[src/rtl/mem_addr_counter.sv]
// mem_addr_counter: parametrised up/down address counter for the memory driver.
// Runtime step size, synchronous load, and wrap / saturate / one-shot terminal
// handling. All outputs come from flops that update on the edge which samples
// enable/load.
module mem_addr_counter #(
    parameter int WIDTH     = 8,
    parameter int MAX_COUNT = 2**WIDTH - 1
) (
    input  logic             clk,
    input  logic             rst,
    input  logic             enable,
    input  logic             dir,
    input  logic [WIDTH-1:0] step,
    input  logic [1:0]       mode,
    input  logic             load,
    input  logic [WIDTH-1:0] load_val,
    output logic [WIDTH-1:0] out,
    output logic             valid,
    output logic             ovf,
    output logic             done,
    output logic             busy
);

    typedef enum logic [1:0] {
        ST_IDLE = 2'd0,
        ST_RUN  = 2'd1,
        ST_DONE = 2'd2
    } state_t;

    localparam logic [1:0] MODE_SAT     = 2'b01;
    localparam logic [1:0] MODE_ONESHOT = 2'b10;

    // Terminal count and modulus in WIDTH+1 bits so sums never overflow.
    localparam logic [WIDTH:0] MAX_EXT = (WIDTH+1)'(MAX_COUNT);
    localparam logic [WIDTH:0] MOD_EXT = (WIDTH+1)'(MAX_COUNT + 1);

    state_t           state_q, state_d;
    logic [WIDTH-1:0] out_q, out_d;
    logic             valid_q, valid_d;
    logic             ovf_q, ovf_d;
    logic             done_q, done_d;

    logic [WIDTH:0]   step_ext;
    logic [WIDTH:0]   s_ext;
    logic [WIDTH:0]   out_ext;
    logic [WIDTH:0]   sum_ext;
    logic [WIDTH:0]   ld_ext;
    logic             up_cross;
    logic             down_cross;
    logic             crossing;
    logic             wrap_mode;
    logic             oneshot_mode;
    logic [WIDTH-1:0] adv_val;
    logic [WIDTH-1:0] ld_val;
    logic             at_terminal;

    // Advance arithmetic: clamp step, detect crossing, pick the landing value.
    always_comb begin
        step_ext     = {1'b0, step};
        s_ext        = (step_ext > MAX_EXT) ? MAX_EXT : step_ext;
        out_ext      = {1'b0, out_q};
        sum_ext      = out_ext + s_ext;
        ld_ext       = {1'b0, load_val};
        up_cross     = (sum_ext > MAX_EXT);
        down_cross   = (s_ext > out_ext);
        // Mode 11 is an unused encoding and behaves as wrap.
        wrap_mode    = (mode != MODE_SAT) && (mode != MODE_ONESHOT);
        oneshot_mode = (mode == MODE_ONESHOT);
        crossing     = dir ? down_cross : up_cross;
        adv_val      = out_q;
        if (!dir) begin
            if (!up_cross) begin
                adv_val = WIDTH'(sum_ext);
            end else if (wrap_mode) begin
                adv_val = WIDTH'(sum_ext - MOD_EXT);
            end else begin
                adv_val = WIDTH'(MAX_EXT);
            end
        end else begin
            if (!down_cross) begin
                adv_val = WIDTH'(out_ext - s_ext);
            end else if (wrap_mode) begin
                adv_val = WIDTH'(out_ext + MOD_EXT - s_ext);
            end else begin
                adv_val = '0;
            end
        end
        at_terminal = dir ? (adv_val == '0) : (adv_val == WIDTH'(MAX_EXT));
        ld_val      = (ld_ext > MAX_EXT) ? WIDTH'(MAX_EXT) : load_val;
    end

    // Next-state and next-output logic; load overrides everything but reset.
    always_comb begin
        state_d = state_q;
        out_d   = out_q;
        valid_d = 1'b0;
        ovf_d   = 1'b0;
        done_d  = done_q;
        if (load) begin
            out_d   = ld_val;
            done_d  = 1'b0;
            state_d = ST_IDLE;
        end else begin
            case (state_q)
                ST_DONE: begin
                    // Parked at the one-shot terminal until reloaded.
                    done_d = 1'b1;
                end
                default: begin
                    if (enable) begin
                        out_d   = adv_val;
                        valid_d = 1'b1;
                        ovf_d   = crossing;
                        if (oneshot_mode && at_terminal) begin
                            state_d = ST_DONE;
                            done_d  = 1'b1;
                        end else begin
                            state_d = ST_RUN;
                        end
                    end else begin
                        state_d = ST_IDLE;
                    end
                end
            endcase
        end
    end

    // State and output registers; reset clears without waiting for a clock.
    always_ff @(posedge clk or negedge rst) begin
        if (!rst) begin
            state_q <= ST_IDLE;
            out_q   <= '0;
            valid_q <= 1'b0;
            ovf_q   <= 1'b0;
            done_q  <= 1'b0;
        end else begin
            state_q <= state_d;
            out_q   <= out_d;
            valid_q <= valid_d;
            ovf_q   <= ovf_d;
            done_q  <= done_d;
        end
    end

    assign out   = out_q;
    assign valid = valid_q;
    assign ovf   = ovf_q;
    assign done  = done_q;
    assign busy  = (state_q == ST_RUN);

endmodule
[config.mk]
export PLATFORM = sky130hd
export DESIGN_NAME = mem_addr_counter
export DESIGN_NICKNAME = d
export VERILOG_FILES = /design/src/rtl/mem_addr_counter.sv
export SDC_FILE = /design/constraint.sdc
export NUM_CORES = 1
export LEC_CHECK = 0
export CAP_MARGIN = 5
export CORE_MARGIN = 8
export CORE_UTILIZATION = 48
export CTS_BUF_LIST = sky130_fd_sc_hd__clkbuf_4
export CTS_CLUSTER_SIZE = 16
export DETAILED_ROUTE_END_ITERATION = 12
export PLACE_DENSITY = 0.8
export SYNTH_ARGS = -nofsm -noshare
export SYNTH_HDL_FRONTEND = slang
export SYNTH_SLANG_ARGS = --single-unit
export TNS_END_PERCENT = 30
[constraint.sdc]
create_clock -name clk -period 3.05 [get_ports clk]
set_input_delay 0.61 -clock clk [delete_from_list [all_inputs] [get_ports clk]]
set_output_delay 0.61 -clock clk [all_outputs]
set_load 0.01 [all_outputs]
[After elaboration in Yosys (flattened, before gate mapping)]
Cells that the tools add are included.
Word-level totals
  memories: 0
  bits in latches: 0
  input bits: 23
  word-level logic and storage cells: 51
  register bits after elaboration: 13
  bits in writable memories: 0
  bits in read-only memories: 0
  output and inout bits: 12
Operators by class
  equality and inequality tests: 7
  muxes and demuxes: 24
  $mul: 0
  reductions and logical operators: 8
  shifts and indexed selects: 0
  magnitude comparators: 2
  bitwise operators: 0
  div/mod/pow operators: 0
  $add $sub $neg: 5
Operators with widths (count)
  two-way mux 8 bit: 8
  subtractor 8 bit: 2
  two-way mux 1 bit: 12
  adder 8 x 8 -> 9 bit: 1
  > comparator 9 x 8 -> 1 bit, second input constant: 1
  adder 8 x 1 -> 8 bit, second input constant: 1
  == test 8 bit, second input constant: 1
  > comparator 8 bit: 1
  logical NOT 8 bit: 1
  two-way mux 2 bit: 4
  subtractor 8 x 1 -> 8 bit, second input constant: 1
  nonzero test 3 bit: 2
  == test 2 bit, second input constant: 2
  inequality test 2 bit, second input constant: 2
  AND reduction 2 bit: 2
  == test 2 x 1 -> 1 bit, second input constant: 1
  logical AND 1 bit: 2
  inequality test 2 x 1 -> 1 bit, second input constant: 1
  nonzero test 2 bit: 1

[Logic depth before layout (Yosys ltp)]
Gate-level depths: netlist of run 1.
  word-level depth: 12
  mapped depth: 12
  depth with buffers taken out: 12

[Least setup slack after synthesis of run 1]
Ideal clock, no wire load.
  path type: in2reg
  start point: input port step[0]
  end point: register done_q, in the netlist done
  data arrival time: 2.983 ns
  setup slack: -0.015 ns
  setup time: 0.082 ns
  buffers on the path: 0
  stages: 11
  cell sequence: ha_1 inv_1 fa_1 a211oi_1 o21a_1 a21oi_1 a221oi_1 nor2_1 a2111oi_0 o21ai_1 a31oi_1
On the way
  cells in the longest elaborated chain, start to end: 10
  elaborated cells between the ends (all ways): 17
  classes of those cells: add/sub: 4; order compare: 2; eq/ne: 1; mux: 6; reduce/logical: 4
RTL lines
  start, declared: RTL line 13  | input logic [WIDTH-1:0] step,
  adder 8 x 8 -> 9 bit: RTL line 62  | sum_ext = out_ext + s_ext;
  subtractor 8 x 1 -> 8 bit: RTL line 75  | adv_val = WIDTH'(sum_ext - MOD_EXT);
  two-way mux 8 bit: RTL line 74  | end else if (wrap_mode) begin
  two-way mux 8 bit: RTL line 72  | if (!up_cross) begin
  two-way mux 8 bit (*): RTL line 71  | if (!dir) begin
  == test 8 bit or logical NOT 8 bit (tied branches): RTL line 88  | at_terminal = dir ? (adv_val == '0) : (adv_val == WIDTH'(MAX_EXT));
  two-way mux 1 bit (*): RTL line 88
  logical AND 1 bit (*): RTL line 114  | if (oneshot_mode && at_terminal) begin
  nonzero test 3 bit (no source line) (*)
  AND reduction 2 bit (no source line) (*)
  end signal, assigned: RTL line 141  | done_q <= done_d;
  end, declared: RTL line 41  | logic done_q, done_d;
Every way passes the cells marked *; elsewhere a longest branch is shown, timed or not.
A chain may end at the register's enable or synchronous reset.

[Final worst setup path of run 1]
  start point: register out_q[0], in the netlist out[0]
  end point: register done_q, in the netlist done
On the way
  cells in the longest elaborated chain, start to end: 10
  elaborated cells between the ends (all ways): 18
  classes of those cells: add/sub: 5; order compare: 2; eq/ne: 1; mux: 6; reduce/logical: 4
RTL lines
  start, declared: RTL line 38  | logic [WIDTH-1:0] out_q, out_d;
  start signal, assigned: RTL line 138  | out_q <= out_d;
  adder 8 x 8 -> 9 bit or adder 8 x 1 -> 8 bit (tied branches): RTL line 62, 83
  subtractor 8 x 1 -> 8 bit or subtractor 8 bit (tied branches): RTL line 75, 83
  two-way mux 8 bit, on equally long branches: RTL line 74, 82
  two-way mux 8 bit, on equally long branches: RTL line 72, 80
  two-way mux 8 bit (*): RTL line 71
  == test 8 bit or logical NOT 8 bit (tied branches): RTL line 88
  two-way mux 1 bit (*): RTL line 88
  logical AND 1 bit (*): RTL line 114
  nonzero test 3 bit (no source line) (*)
  AND reduction 2 bit (no source line) (*)
Marked as above.

==> reports/summary.txt, run 1 <==
status: finished clean
hold path cells: 2
Yosys cell types: 50
routed vias/inst: 5.99
first-pass GRT wire length: 8900 um
clock-pin slew on the worst setup and hold paths: 70 ps
period utilization: 98.5%
Final Util: 81.7%
top area cells in the synthesized netlist: dfrtp_1, ha_1, o21ai_0
Period minus WS final: 3010 ps
vias in the first global route: 1,952
CP Capture Type: register
clk_skew: 5.14 ps
Hold EP: done
drt initial violations: 180
clk root buf: clkbuf_4
final instance area: 0.00266 mm^2
maximum clock rate: 333 MHz
post-synth top area share: 20.5%
fraction of registers with async set/reset: 100%
Warnings, synthesis: 0
worst slack at placement: -600 ps
worst slew pin tran: 577 ps
CP Launch Type: register
core area: 0.00326 mm^2
I/O Buffers: 34
Overall Global Routing Usage: 20.9%
most common cell after layout, fill and taps aside: buf_4
Crit Path Category: reg2reg
Clock Path Buffers: 2
largest net degree at the start of global routing: 22
Worst Hold Launch: done
cells on worst reg2reg path: 13
DRC: 0
CTS tree: built
Setup TNS Final: 0 ps
crit path max fanout: 3
share of cells above drive strength 1: 39.0%
Compound-Gate Fraction of Synth Area: 35.3%
Worst R2R Setup Slack: 40 ps
die area: 0.00539 mm^2
HP Class: reg2reg
CTS H-Tree Depth: 1
CP Data Arrival Time: 3190 ps
crit path from: out[0]
routed wire length: 6100 um
mapped cell area: 0.00158 mm^2
area grow syn2layout: 68.1%
dominant cell type by area after synthesis: dfrtp_1
Nets: 333
Post-Syn Instances: 202
DP HPWL: 4280 um
Final Wtd Congestion: 1.02
routed vias: 2,013
die height: 73.4 um
post-synthesis area per instance: 7.84 um^2
number of top-level pins: 35
grt met2 use: 35.8%
Synth Area in Simple Gates: 20.0%
setup repair after global routing missed its margin: yes
relative slew slack: 61.4%
Main synth FF type: dfrtp_1
PD cells: 416 mW/mm^2
CTS Buf Count: 3
FF-to-FF Start: out[0]
number of diodes: 0
most crowded layer after global routing: met2
Post-Synth Adder-Cell Area: 16.0%
MaxCap Viol Count: 0
met1 Use GR: 24.9%
Worst Path Required: 3230 ps
clock latency at the later pin of the worst-skew pair: 270 ps
most frequent cells in the layout: buf_4, clkdlybuf4s50_1, o21ai_0
Avg WL per Cell: 18.2 um
setup ws final: 44.3 ps
Die W: 73.4 um
mux share of post-synthesis cell area: 0.632%
Final Setup Violations: 0
Seq/Total Area, Yosys: 20.5%
Clock Sinks: 13
syn_nets: 244
Std-Cell Rows: 21
GR Layer Usage met3: 3.41%
reg-to-reg critical path endpoint: done
Post-Synth XOR/XNOR Area: 0.553%
main combinational cell family by area after synthesis: compound AO/OA/AOI/OAI gates
Final Hold Vio Count: 0
Post-CTS Hold Fix Bufs: 0
post-route ant nets: 0
Initial Util: 48.6%
Post-synth EDFFs: 0
P_leak: 1.20 nW
1st-pass router iterations: 5
VDD IR max: 0.360 mV
number of synthesized register bits: 13
Placed Area: 0.00231 mm^2
initial antenna violation count: 0
Slew Limit Fails: 0
grt total ovfl: 0
-- cell families (layout without fill, tap and decap cells) --
kind of cell	count (synthesis)	in the layout
muxes	1	1
buffers and inverters	27	115
and+or+nand+nor	61	61
DFF	13	13
adders and majority gates	19	19
xor gates and xnor gates	1	1
AOI/OAI and AO/OA	80	80
-- worst max path at each step --
| stage | to |
|---|---|
| after global routing | done |
| after detailed placement | done |
| after floorplan | done |
| after CTS | done |
| final | done |
| after global placement | done |
-- Yosys cell counts (5+ instances only) --
| cell type | n |
|---|---|
| o21ai_0 | 21 |
| inv_1 | 18 |
| ha_1 | 17 |
| nand2_1 | 15 |
| dfrtp_1 | 13 |
| nor2_1 | 13 |
| a21oi_1 | 12 |
| nor3_1 | 6 |
| nor2b_1 | 5 |
-- area by class of cell --
class | count | area, um^2
fill | 226 | 596
clock buffer | 4 | 30.0
sequential | 13 | 327
tap | 46 | 57.6
multi-input combinational | 162 | 1400
timing repair buffer | 92 | 777
inverter | 19 | 71.3
-- metal layers --
layer / vias to the layer above / wire [um]
met5: - / 0
met4: 0 / 189
met3: 24 / 486
met2: 124 / 2990
met1: 947 / 2440
li1: 918 / -
-- flip-flops by register name, indices dropped and copies added, names as in the netlist --
name,cells
done,1
out,8
ovf,1
state_q,2
valid,1
-- timing repair --
action                     4_1_cts  5_1_grt
setup buffers                    4        6
setup endpoints to repair        5        4
resized for setup               32       38
pin swaps                       22       26
-- report_power, final --
group	total (mW)	internal [mW]	switching, mW
sequential	0.216	0.190	0.0257
combinational	0.783	0.397	0.386
clock	0.109	0.0595	0.0498
total	1.11	0.647	0.461
-- worst max-delay path, stage by stage (launching register included) --
cell and delay, ps:
dfrtp_1 410, inv_1 70, ha_2 180, inv_2 40, fa_2 410, a211oi_4 300, o21a_1 250, a21oi_2 110
a221oi_2 330, nor2_2 90, a2111oi_2 340, buf_4 170, o21ai_2 50, a31oi_1 160
-- through the flow --
stage          hold slack [ps]  std cells  power, mW
2_1_floorplan              314        202      0.529
3_3_place_gp               535        322      0.805
3_5_place_dp               567        322      0.813
4_1_cts                    593        330      0.996
5_1_grt                    587        336       1.17
6_report                   572        336       1.11
Note: power is estimated with default switching activity, not from simulation.
==> run 2: changes to the inputs <==
- CORE_MARGIN: 8 -> 2
==> run 2 against run 1 <==
  * The flow now finishes with violations (setup timing)
  * Utilization rose by 10 points
  * Clock power rose by 13%
  * Critical path depth fell by 1
  * Sequential power barely moved
  * Setup slack got worse by 330 ps
  * Critical endpoint unchanged
==> reports/summary.txt, run 2 (same netlist as run 1, synthesis figures left out) <==
number of flip-flops in the largest register: 8
violated checks: setup timing
crit path max fanout: 5
routed wire length: 8380 um
CP Cell Sequence: clkdlybuf4s15_1 > inv_2 > fa_2 > a211oi_4 > o21ai_4 > buf_4 > o21ai_0 > o22ai_2 > o31a_1 > a221oi_4 > o21ai_2 > a31oi_1
worst slew pin tran: 655 ps
Tot Pwr: 1.28 mW
Post-CTS Hold Fix Bufs: 0
Period minus WS final: 3330 ps
VDD IR max: 0.472 mV
DP HPWL: 4140 um
CP max stage delay: 420 ps
Setup TNS Final: -694 ps
CP Capture Type: register
routed vias/inst: 6.72
share of cells above drive strength 1: 42.9%
most common cell after layout, fill and taps aside: buf_4
DRC: 0
Slew Limit Fails: 0
status: finished with violations
P_leak: 1.28 nW
Initial Util: 51.0%
clk_skew: 2.68 ps
setup repair after global routing missed its margin: yes
HP Class: reg2reg
first-pass GRT wire length: 10,000 um
Clock Path Buffers: 2
Final Wtd Congestion: 1.02
clock-pin slew on the worst setup and hold paths: 80 ps
routed vias: 2,320
CTS tree: built
CP Data Arrival Time: 3530 ps
period utilization: 109%
relative slew slack: 56.2%
CTS H-Tree Depth: 1
largest net degree at the start of global routing: 22
Final Hold Vio Count: 0
core area: 0.00310 mm^2
most frequent cells in the layout: buf_4, clkdlybuf4s50_1, o21ai_0
1st-pass router iterations: 5
number of top-level pins: 35
Final Setup Violations: 4
die area: 0.00378 mm^2
final instance area: 0.00285 mm^2
grt total ovfl: 0
Nets: 344
setup ws final: -281 ps
area grow syn2layout: 80.1%
worst slack at placement: -808 ps
CTS Buf Count: 3
clk root buf: clkbuf_4
PD cells: 449 mW/mm^2
critical path's slowest cell: fa_2
initial antenna violation count: 0
vias in the first global route: 2,102
die height: 61.4 um
Worst Path Required: 3250 ps
drt initial violations: 315
clock latency at the later pin of the worst-skew pair: 300 ps
Avg WL per Cell: 24.3 um
Overall Global Routing Usage: 37.2%
Die W: 61.4 um
CP Launch Type: input pin
number of diodes: 0
maximum clock rate: 300 MHz
MaxCap Viol Count: 0
post-route ant nets: 0
I/O Buffers: 34
Crit Path Category: in2reg
Clock Sinks: 13
Placed Area: 0.00235 mm^2
Std-Cell Rows: 20
-- run 2: final timing paths --
kind	startpoint	to	slack (ps)	cells after the start
worst max-delay path	step[1]	done	-280	12
worst min-delay path	done	done	660	2
worst max register to register	out[0]	done	-250	13
worst min register to register	done	done	660	2
max in group asynchronous	rst	ovf	1960	1
min in group asynchronous	rst	out[4]	690	1
-- run 2: area by class of cell --
cell class,count,area [um^2]
repair buffers,103,875
inverters,19,71.3
fillers,130,250
clock buffers,4,30.0
flip-flops and latches,13,325
well taps,44,55.1
multi-input cells,162,1500
-- run 2: per-stage QoR --
step / util, % / cells / hold WS [ps]
after global placement: 75.7 / 326 / 535
after floorplan: - / 202 / 314
after detailed placement: 75.7 / 326 / 545
after global routing: 91.9 / 345 / 675
final: 91.9 / 345 / 659
after CTS: 85.2 / 339 / 575
-- run 2: critical path: cells and delay by family --
kind,cells,cell delay (ps)
compound gates,8,2020
buf+inv,3,490
fa+ha+maj,1,420
-- run 2: what timing repair did --
action	4_1_cts	5_1_grt
setup buffers	9	6
resized for setup	41	37
setup endpoints to repair	7	7
endpoints found under the hold margin	0	0
pin swaps	22	19
cloned	0	0
-- run 2: routing by layer --
layer / up-vias / wire length, um / share of wire, % / GRT usage (%)
met4: 0 / 623 / 7.4 / 23.4
met2: 240 / 3830 / 46 / 62.2
li1: 943 / - / - / -
met1: 1064 / 2980 / 36 / 43.1
met3: 73 / 951 / 11 / 8.19
met5: - / 0 / 0 / 0
-- run 2: power breakdown --
part	leakage (nW)	internal, mW	switching, mW
combinational	1.10	0.459	0.483
sequential	0.163	0.190	0.0260
clock	0.0184	0.0600	0.0629
total	1.28	0.708	0.572
==> run 3: changes to the inputs <==
--- a/config.mk
+++ b/config.mk
@@ -7,5 +7,4 @@
 export LEC_CHECK = 0
 export CAP_MARGIN = 5
-export CORE_MARGIN = 2
 export CORE_UTILIZATION = 48
 export CTS_BUF_LIST = sky130_fd_sc_hd__clkbuf_4
==> constraint.sdc (replaced) <==
create_clock -name clk -period 3.05 [get_ports clk]
set_input_delay 0.915 -clock clk [delete_from_list [all_inputs] [get_ports clk]]
set_output_delay 0.915 -clock clk [all_outputs]
set_load 0.01 [all_outputs]
==> run 3 against run 2 <==
  * The run still ends with setup timing left
  * Sequential power increased by 3%
  * Largest power group unchanged
  * Total power decreased by 4.3%
  * Register-to-register slack improved by 180 ps
  * Via count decreased by 2.5%
  * Global-route usage increased by 2.2 points
  * Maximum frequency increased by 1.5%
  * Sequential share of layout area about the same
  * Combinational power decreased by 5.3%
  * Non-clock buffer count increased by 7
==> reports/summary.txt, run 3 (same netlist as run 1, synthesis figures left out) <==
status: finished with violations
violated checks: setup timing
crit path from: step[5]
Final Wtd Congestion: 0.933
CTS Buf Count: 3
clk root buf: clkbuf_4
initial antenna violation count: 0
Crit Path Category: in2reg
grt total ovfl: 0
core area: 0.00310 mm^2
die height: 59.4 um
Slew Limit Fails: 0
most common cell after layout, fill and taps aside: buf_4
routed vias: 2,263
Tot Pwr: 1.23 mW
Avg WL per Cell: 21.6 um
clock-pin slew on the worst setup and hold paths: 70 ps
VDD IR max: 0.313 mV
relative slew slack: 59.9%
worst slack at placement: -851 ps
period utilization: 108%
Post-CTS Hold Fix Bufs: 0
die area: 0.00353 mm^2
Critical Path End: done
most crowded layer after global routing: met2
clock latency at the later pin of the worst-skew pair: 270 ps
number of top-level pins: 35
setup repair after global routing missed its margin: yes
Worst Path Required: 3230 ps
most frequent cells in the layout: buf_4, clkdlybuf4s50_1, o21ai_0
cells on worst reg2reg path: 13
I/O Buffers: 34
MaxCap Viol Count: 0
P_leak: 1.29 nW
Die W: 59.4 um
Clock Path Buffers: 2
drt initial violations: 222
PD cells: 429 mW/mm^2
met1 Use GR: 47.8%
CP Capture Type: register
Nets: 351
HP Class: reg2reg
Filler Cell Count: 135
Std-Cell Rows: 20
clk_skew: 2.60 ps
Period minus WS final: 3280 ps
DP HPWL: 3950 um
CP Data Arrival Time: 3460 ps
Initial Util: 51.0%
Final Util: 92.0%
Final Hold Vio Count: 0
CTS tree: built
first-pass GRT wire length: 10,200 um
CP Launch Type: input pin
Final Setup Violations: 5
routed vias/inst: 6.43
reg-to-reg critical path endpoint: done
DRC: 0
number of flip-flops in the largest register: 8
grt met2 use: 67.1%
crit path max fanout: 5
setup ws final: -233 ps
Clock Sinks: 13
CTS H-Tree Depth: 1
post-route ant nets: 0
worst slew pin tran: 600 ps
Overall Global Routing Usage: 39.4%
area grow syn2layout: 80.3%
number of diodes: 0
1st-pass router iterations: 7
largest net degree at the start of global routing: 22
maximum clock rate: 305 MHz
routed wire length: 7620 um
Worst R2R Setup Slack: -70 ps
vias in the first global route: 2,205
FF-to-FF Start: out[0]
GR Layer Usage met3: 4.80%
share of cells above drive strength 1: 44.5%
-- run 3: worst min-delay path by stage --
| stage | start | end | slack (ps) | depth (start not counted) |
|---|---|---|---|---|
| after floorplan | state_q[0] | state_q[1] | 560 | 2 |
| after global placement | done | done | 540 | 2 |
| after detailed placement | done | done | 540 | 2 |
| after CTS | done | done | 590 | 2 |
| after global routing | done | done | 620 | 2 |
| final | done | done | 610 | 2 |
-- run 3: area by class of cell --
class | instances | area (um^2) | share of cell area (%)
clock buffer | 4 | 30.0 | 1.05
inverter | 19 | 73.8 | 2.59
multi-input combinational | 162 | 1450 | 50.8
sequential | 13 | 325 | 11.4
tap | 44 | 55.1 | 1.93
timing repair buffer | 110 | 921 | 32.3
-- run 3: what timing repair did --
action / CTS / global route
endpoints found under the setup margin: 11 / 7
resized for setup: 64 / 20
pin swaps: 31 / 24
buffers inserted: 15 / 7
-- run 3: per-stage QoR --
stage / hold slack [ps] / area [um^2] / instances / setup TNS, ps
CTS: 593 / 2740 / 346 / -241
finish: 609 / 2860 / 352 / -847
global route: 624 / 2860 / 352 / -1260
floorplan: 561 / 1650 / 202 / 0
global placement: 542 / 2410 / 327 / -5280
detailed placement: 544 / 2410 / 327 / -5800
-- run 3: critical path, cell delays in order --
cell      delay [ps]
buf_2            120
inv_2             60
ha_4             270
o211ai_1         180
o21a_2           300
buf_12           130
a221oi_1         480
nor3_1           140
o31a_1           350
a221oi_4         230
o21ai_2          100
a31oi_1          170
-- run 3: per-layer routing --
metal  routed length, um  part of all wire [%]  vias up
met4                 588                   7.7        0
li1                    -                     -      956
met5                   0                     0        -
met3                 656                   8.6       69
met2                3580                    47      185
met1                2790                    37     1053
-- run 3: where the power goes --
group	total [mW]	internal, mW	switching, mW	leakage, nW
clock network	0.110	0.0596	0.0504	0.0184
logic	0.892	0.458	0.435	1.10
registers	0.223	0.189	0.0339	0.163
total	1.23	0.707	0.519	1.29
